$ cat config.mk
export PLATFORM = sky130hd
export DESIGN_NAME = vga_frame_monitor
export DESIGN_NICKNAME = d
export VERILOG_FILES = /design/src/rtl/vga_frame_monitor.sv
export SDC_FILE = /design/constraint.sdc
export NUM_CORES = 1
export LEC_CHECK = 0
export BUFFER_PORTS_ARGS = -buffer_cell sky130_fd_sc_hd__buf_2
export CAP_MARGIN = 20
export CELL_PAD_IN_SITES_DETAIL_PLACEMENT = 0
export CELL_PAD_IN_SITES_GLOBAL_PLACEMENT = 1
export CORE_MARGIN = 10
export CORE_UTILIZATION = 35
export CTS_CLUSTER_DIAMETER = 100
export CTS_CLUSTER_SIZE = 24
export DETAILED_ROUTE_END_ITERATION = 10
export GPL_TIMING_DRIVEN = 0
export HOLD_SLACK_MARGIN = 0.08
export PLACE_DENSITY_LB_ADDON = 0.1
export REMOVE_ABC_BUFFERS = 1
export SLEW_MARGIN = 20
export SYNTH_ARGS = -nofsm -noshare
export SYNTH_HDL_FRONTEND = slang
export SYNTH_SLANG_ARGS = --single-unit
$ cat constraint.sdc
create_clock -name clk_pix -period 6.97 [get_ports clk_pix]
set_input_delay 1.394 -clock clk_pix [delete_from_list [all_inputs] [get_ports clk_pix]]
set_output_delay 1.394 -clock clk_pix [all_outputs]
set_load 0.01 [all_outputs]
$ cat src/rtl/vga_frame_monitor.sv
// Passive pixel-bus checker: measures active width/height of each frame and
// folds its pixels into a 16-bit rotating signature, reported at every frame start.
module vga_frame_monitor #(
  parameter int unsigned H_ACTIVE = 640,
  parameter int unsigned V_ACTIVE = 480
) (
  input  logic        clk_pix,
  input  logic        reset,
  input  logic [9:0]  hcount,
  input  logic [9:0]  vcount,
  input  logic        de,
  input  logic [2:0]  rgb_r,
  input  logic [2:0]  rgb_g,
  input  logic [1:0]  rgb_b,
  output logic [9:0]  meas_width,
  output logic [9:0]  meas_height,
  output logic [15:0] signature,
  output logic        width_err,
  output logic        dims_ok,
  output logic        frame_done,
  output logic [15:0] frame_count
);

  localparam int unsigned CW = 10;
  localparam int unsigned SW = 16;
  localparam int unsigned PW = 8;

  typedef enum logic {IDLE, ACTIVE} state_t;

  state_t          state, state_nx;
  logic [PW-1:0]   pix_c;
  logic            de_q;
  logic            sof_c, line_start_c, line_end_c;
  logic            seed_c, commit_c;
  logic [CW-1:0]   pix_cnt, line_cnt, first_w;
  logic            werr;
  logic [SW-1:0]   cs;
  logic [CW-1:0]   close_first_w_c;
  logic            close_werr_c;

  function automatic logic [CW-1:0] sat_inc(input logic [CW-1:0] x);
    return (x == '1) ? x : x + CW'(1);
  endfunction

  assign pix_c        = {rgb_r, rgb_g, rgb_b};
  assign sof_c        = de & (hcount == '0) & (vcount == '0);
  assign line_start_c = de & ~de_q;
  assign line_end_c   = ~de & de_q;

  // A sof arriving with de still high closes the open line with the line-end rule
  assign close_first_w_c = (de_q && (line_cnt == CW'(1))) ? pix_cnt : first_w;
  assign close_werr_c    = werr | (de_q && (line_cnt != CW'(1)) && (pix_cnt != first_w));

  always_ff @(posedge clk_pix or posedge reset) begin
    if (reset) state <= IDLE;
    else       state <= state_nx;
  end

  always_comb begin
    state_nx = state;
    seed_c   = 1'b0;
    commit_c = 1'b0;
    case (state)
      IDLE: begin
        if (sof_c) begin
          seed_c   = 1'b1;
          state_nx = ACTIVE;
        end
      end
      ACTIVE: begin
        if (sof_c) begin
          seed_c   = 1'b1;
          commit_c = 1'b1;
        end
      end
      default: state_nx = IDLE;
    endcase
  end

  // Per-frame accumulators
  always_ff @(posedge clk_pix or posedge reset) begin
    if (reset) begin
      de_q     <= 1'b0;
      pix_cnt  <= '0;
      line_cnt <= '0;
      first_w  <= '0;
      werr     <= 1'b0;
      cs       <= '0;
    end else begin
      de_q <= de;
      if (seed_c) begin
        cs       <= {8'h00, pix_c};
        pix_cnt  <= CW'(1);
        line_cnt <= CW'(1);
        werr     <= 1'b0;
      end else if (state == ACTIVE) begin
        if (line_end_c) begin
          if (line_cnt == CW'(1))     first_w <= pix_cnt;
          else if (pix_cnt != first_w) werr   <= 1'b1;
        end
        if (de) begin
          cs <= {cs[SW-2:0], cs[SW-1]} ^ {8'h00, pix_c};
          if (line_start_c) begin
            line_cnt <= sat_inc(line_cnt);
            pix_cnt  <= CW'(1);
          end else begin
            pix_cnt  <= sat_inc(pix_cnt);
          end
        end
      end
    end
  end

  // Published results of the last completed frame
  always_ff @(posedge clk_pix or posedge reset) begin
    if (reset) begin
      meas_width  <= '0;
      meas_height <= '0;
      signature   <= '0;
      width_err   <= 1'b0;
      dims_ok     <= 1'b0;
      frame_done  <= 1'b0;
      frame_count <= '0;
    end else begin
      frame_done <= commit_c;
      if (commit_c) begin
        meas_width  <= close_first_w_c;
        meas_height <= line_cnt;
        signature   <= cs;
        width_err   <= close_werr_c;
        dims_ok     <= (close_first_w_c == CW'(H_ACTIVE)) &&
                       (line_cnt == CW'(V_ACTIVE)) && !close_werr_c;
        frame_count <= frame_count + SW'(1);
      end
    end
  end

endmodule

# [Yosys cells after proc, flatten, opt, wreduce, memory -nomap -nowiden]
# Index checks and enable logic that the tools add are counted.
[classes] addsub=3 n_mul=0 div=0 magnitude_cmp=0 n_eq_ne=10 shifts=0 n_mux=22 bitwise=9 reduce_logical=18
[ops] operator="$mux 10" count=11
[ops] operator="$mux 16" count=3
[ops] operator="$eq 10x10->1 const B" count=3
[ops] operator="$add 10x1->10 const B" count=2
[ops] operator="$logic_not 10->1" count=2
[ops] operator="$add 16x1->16 const B" count=1
[ops] operator="$xor 16x8->16" count=1
[ops] operator="$reduce_and 4->1" count=3
[ops] operator="$eq 10x1->1 const B" count=1
[ops] operator="$eq 10x9->1 const B" count=1
[ops] operator="$ne 10x1->1 const B" count=1
[ops] operator="$ne 10x10->1" count=1
[ops] operator="$reduce_bool 2->1" count=5
[ops] operator="$mux 1" count=8
[ops] operator="$logic_and 1x1->1" count=5
[ops] operator="$and 1x1->1" count=4
[ops] operator="$ne 2x2->1 const B" count=2
[ops] operator="$ne 3x3->1 const B" count=1
[ops] operator="$not 1->1" count=3
[ops] operator="$reduce_and 3->1" count=1
[ops] operator="$reduce_and 2->1" count=1
[ops] operator="$logic_not 1->1" count=1
[ops] operator="$or 1x1->1" count=1
[word_totals] ff_bits=104 latch_bits=0 ramBits=0 mem_bits_ro=0 inputBits=31 output_inout_bits=55 wordCells=76 n_memories=0

# [Logic depth before layout (Yosys ltp)]
[depth] word_depth=6 ltp_mapped=8 ltp_nobuf=6

# [Least setup slack after synthesis]
# OpenSTA, ideal clock, no wires.
[synth_timing] path_type="input -> register" startpoint="input hcount[3]" endpoint="register pix_cnt[5]" setup_time_ps=78 arrival_time_ps=2975 required_ps=6892 setup_slack_ps=3917 stages=5 path_buffers=0 cell_sequence="or4_1 -> nor3_4 -> a21oi_2 -> or4_1 -> a21oi_1"
[synth_between] elab_chain_cells=6 word_cells_on_any_way=9 cone_classes="1 x eq/ne; 2 x mux; 2 x bitwise; 4 x reduce/logical"
[synth_rtl] item="start: declaration" line_no="9" rtl="input logic [9:0] hcount,"
[synth_rtl] item="$logic_not 10->1 *" line_no="46" rtl="assign sof_c = de & (hcount == '0) & (vcount == '0);"
[synth_rtl] item="$and 1x1->1 * (2 in a row)" line_no="46"
[synth_rtl] item="$mux 1 *" line_no="65, 71"
[synth_rtl] item="$ne 3x3->1 (no line) or $reduce_bool 2->1 (tied branches)"
[synth_rtl] item="$reduce_and 3->1 (no line)"
[synth_rtl] item="end signal: assignment" line_no="107" rtl="pix_cnt <= sat_inc(pix_cnt);"
[synth_rtl] item="end: declaration" line_no="35" rtl="logic [CW-1:0] pix_cnt, line_cnt, first_w;"
# Every way passes the cells marked *; elsewhere a longest branch is shown, timed or not.
# A chain may end at the register's enable or synchronous reset.

# [Worst setup path after layout]
[layout_timing] startpoint="input hcount[5]" endpoint="register cs[9]"
[layout_between] elab_chain_cells=6 word_cells_on_any_way=8 cone_classes="2 x mux; 2 x bitwise; 4 x reduce/logical"
[layout_rtl] item="$logic_not 10->1 *" line_no="46"
[layout_rtl] item="$and 1x1->1 * (2 in a row)" line_no="46"
[layout_rtl] item="$mux 1 *" line_no="65, 71"
[layout_rtl] item="$reduce_bool 2->1 (no line)"
[layout_rtl] item="$reduce_and 2->1 (no line)"
[layout_rtl] item="end signal: assignment" line_no="92" rtl="cs <= {8'h00, pix_c};"
[layout_rtl] item="end signal: assignment" line_no="102" rtl="cs <= {cs[SW-2:0], cs[SW-1]} ^ {8'h00, pix_c};"
[layout_rtl] item="end: declaration" line_no="37" rtl="logic [SW-1:0] cs;"
# Marked as above.

==> qor_table.md <==
| Parameter | Value | Unit |
|:---|:---|:---|
| Maximum ir drop on the vdd rail | 0.000110 | V |
| Buffer cell driving the clock tree root | clkbuf_16 | - |
| Count of cell types in the netlist | 50 | - |
| DP Cell Count | 688 | - |
| Setup TNS after final layout | 0 | ns |
| CP Capture Type | register | - |
| Number of top-level pins | 86 | - |
| Num CTS Buffers | 9 | - |
| Worst-path clk slew | 0.07 | ns |
| Antenna violations before repair | 1 | - |
| Final critical-path required period | 3.78 | ns |
| Synth async-reset ratio | 100 | % |
| Area of the core | 13,800 | sq um |
| Sequential fraction of the synthesis area | 52.8 | % |
| Number of buffers inserted by port buffering | 85 | - |
| Setup slack of the most critical reg-to-reg path | 4.35 | ns |
| Area used by multi-input combinational logic | 2210 | sq um |
| CTS Buffer Depth | 2 | - |
| Area taken by flip-flops and latches | 2600 | sq um |
| Proportion of power drawn by the clock network | 36.3 | % |
| Int Power | 0.00105 | W |
| Diode insertion count for antenna repair | 0 | - |
| Final standard cell count with taps included and fillers excluded | 704 | - |
| Clock tree sinks | 104 | - |
| # Post-CTS Setup Buffers | 0 | - |
| Crit Reg-Reg Startpoint | state | - |
| Overall via count from detail_route | 3,645 | - |
| Via count normalized by instance count | 5.18 | - |
| Worst Path Class, Setup | in -> reg | - |
| Number of nets in the layout | 555 | - |
| Mean routed wirelength per cell | 16.8 | um |
| Worst hold path type | reg -> reg | - |
| Count of final hold-check violations | 0 | - |
| Switching share of power | 27.6 | % |
| Largest net degree at the start of global routing | 73 | - |
| Number of max-capacitance violations reported | 0 | - |
| Syn_area_per_cell | 11.0 | sq um |
| Share of cells above drive strength 1 | 28.2 | % |
| Drt first-iter violations | 178 | - |
| Slew Limit Fails | 0 | - |
| Slew at the pin closest to its max-slew limit | 1.06 | ns |
| Post-place instance area | 5520 | sq um |
| Width of the chip | 139 | um |
| Gate count of the mapped netlist | 449 | - |
| Initial core utilization | 35.7 | % |
| Remaining max-slew budget at the tightest pin | 29.3 | % |
| Worst Skew | 0.00840 | ns |
| P per Cell Area | 249 | nW/um^2 |
| Leading cell types in the layout, fill and taps excluded | 104 x dfrtp_1, 85 x buf_2, 38 x mux2_2 | - |
| Post-Syn Area | 4930 | sq um |
| Cts repair resizes | 0 | - |
| Remaining Overflow, GRT | 0 | - |
| Std cell rows | 43 | - |
| Critical path startpoint category | primary input | - |
| Global-route total usage across every layer | 12.6 | % |
| DR pass1 iterations | 4 | - |
| Outcome | finished clean | - |
| Sequential cell fraction of total power | 49.5 | % |
| Clock insertion delay at the later pin of the skew report | 0.35 | ns |
| Main flop type after synthesis | dfrtp_1 | - |
| Vias in the first global route | 3,954 | - |
| Count of yosys warnings during synthesis | 0 | - |
| Count of cells along the worst register-to-register path | 5 | - |
| Hold_buf cts | 0 | - |
| Endpoint of the lowest-slack register-to-register path | dims_ok | - |
| Die boundary height | 139 | um |
| Reported leakage power | 2.89 | nW |
| Final setup fails | 0 | - |
| Most common cell after layout, fill and taps aside | dfrtp_1 | - |
| Total wirelength of the detailed-routed design | 11.8 | mm |
| Final worst-path cycle share | 54.2 | % |
| Detail Route Antenna Nets | 0 | - |
| Number of levels the H-tree was split into | 3 | - |
| Post-route DRC violation count | 0 | - |
| Required time of the worst setup path | 7.21 | ns |
| Worst hold slack | 0.471 | ns |
| Worst setup startpoint | hcount[5] | - |
| Number of enable-type register cells in the synthesized netlist | 0 | - |
| Number of storage elements in the synthesis netlist | 104 | - |
| Wire length of the first global-routing pass | 20.3 | mm |
| Fill cell count | 1,331 | - |
| CTS tree | built | - |
| Largest fanout on the critical path | 14 | - |
| RSZ-0062 raised after global routing | false | - |
| Post-route cell area | 5840 | sq um |
| DIE AREA | 19,200 | sq um |
| Final weighted congestion in routability-driven placement | 0.742 | - |
| Launch point of the worst hold path | meas_width[6] | - |
| Number of cells on the worst hold path | 2 | - |
| Worst hold path endpoint | meas_width[6] | - |
| Critical Path AT | 4.02 | ns |
| Sum of net half-perimeters after detailed placement | 8.30 | mm |
| Fmax achieved | 265 | MHz |
| Net switching power | 0.000402 | W |
| Combinational fraction of design power | 14.1 | % |
| Layout overhead on the synthesized area | 18.4 | % |
## synth_stat cells (3+ instances only)
library cell	number	area (sq um)
nor3_1	6	30.0
nor4_1	12	75.1
buf_1	5	18.8
o31a_1	3	26.3
nand3_1	19	95.1
nor4b_1	3	26.3
inv_1	8	30.0
xnor2_1	20	175
mux2_2	38	428
a21oi_1	14	70.1
o21ai_0	20	100
or3_1	8	50.1
dfrtp_1	104	2600
xor2_1	11	96.3
a22o_1	8	70.1
nand4_1	14	87.6
and3_1	8	50.1
ha_1	5	62.6
nor2_1	18	67.6
clkbuf_1	21	78.8
nand2_1	38	143
o22ai_1	8	50.1
a2bb2oi_1	16	140
mux2i_1	10	100
## critical path, stage by stage
cell     delay (ns)
buf_2          0.11
nor4_1         0.54
nand4_1        0.37
nor2_1         0.89
o21ai_1        0.42
a22o_1         0.29
## final cells by class
type	instances	area share [%]
timing repair buffer	86	7.76
sequential	104	44.6
clock inverter	5	1.11
inverter	8	0.600
multi-input combinational	310	37.8
tap	180	3.86
clock buffer	11	4.33
## kinds of logic after synthesis
group,Yosys count,synth area share (%)
xor gates and xnor gates,31,5.50
buffers and inverters,35,2.69
AOI/OAI and AO/OA,85,11.9
and+or+nand+nor,141,15.2
DFF,104,52.8
muxes,48,10.7
adders and majority gates,5,1.27
## flip-flops by register name, indices dropped and copies added, names as in the netlist
| register | flops |
|---|---|
| meas_height | 10 |
| dims_ok | 1 |
| meas_width | 10 |
| signature | 16 |
| pix_cnt | 10 |
| first_w | 10 |
| cs | 16 |
| frame_done | 1 |
| de_q | 1 |
| frame_count | 16 |
| width_err | 1 |
| werr | 1 |
| state | 1 |
| line_cnt | 10 |
## layer usage
metal	part of all wire, %	track usage, %
met1	47	15.6
met2	46	20.1
met3	4.8	4.35
met4	1.8	4.61
met5	0.11	0
## worst max-delay path by stage
| stage | endpoint | slack, ns | cells past startpoint |
|---|---|---|---|
| 2_1_floorplan | cs[0] | 2.84 | 1 |
| 3_3_place_gp | frame_count[9] | 1.39 | 2 |
| 3_5_place_dp | cs[14] | 2.70 | 6 |
| 4_1_cts | cs[15] | 3.14 | 6 |
| 5_1_grt | cs[10] | 2.96 | 6 |
| 6_report | cs[9] | 3.19 | 6 |
## power by group through the flow
stage | sequential (W) | combinational [W] | clock [W]
2_1_floorplan | 0.000710 | 0.000163 | 0
3_3_place_gp | 0.000733 | 0.000206 | 0
3_5_place_dp | 0.000734 | 0.000209 | 0
4_1_cts | 0.000722 | 0.000210 | 0.000552
5_1_grt | 0.000731 | 0.000237 | 0.000579
6_report | 0.000721 | 0.000206 | 0.000528
## metrics by stage
| step | util [%] | power [W] | worst slack, ns |
|---|---|---|---|
| 2_1_floorplan | - | 0.000873 | 2.84 |
| 3_3_place_gp | 39.6 | 0.000938 | 1.39 |
| 3_5_place_dp | 39.9 | 0.000943 | 2.70 |
| 4_1_cts | 42.2 | 0.00148 | 3.14 |
| 5_1_grt | 42.2 | 0.00155 | 2.96 |
| 6_report | 42.2 | 0.00146 | 3.19 |
Power figures use the tool's default switching activity.
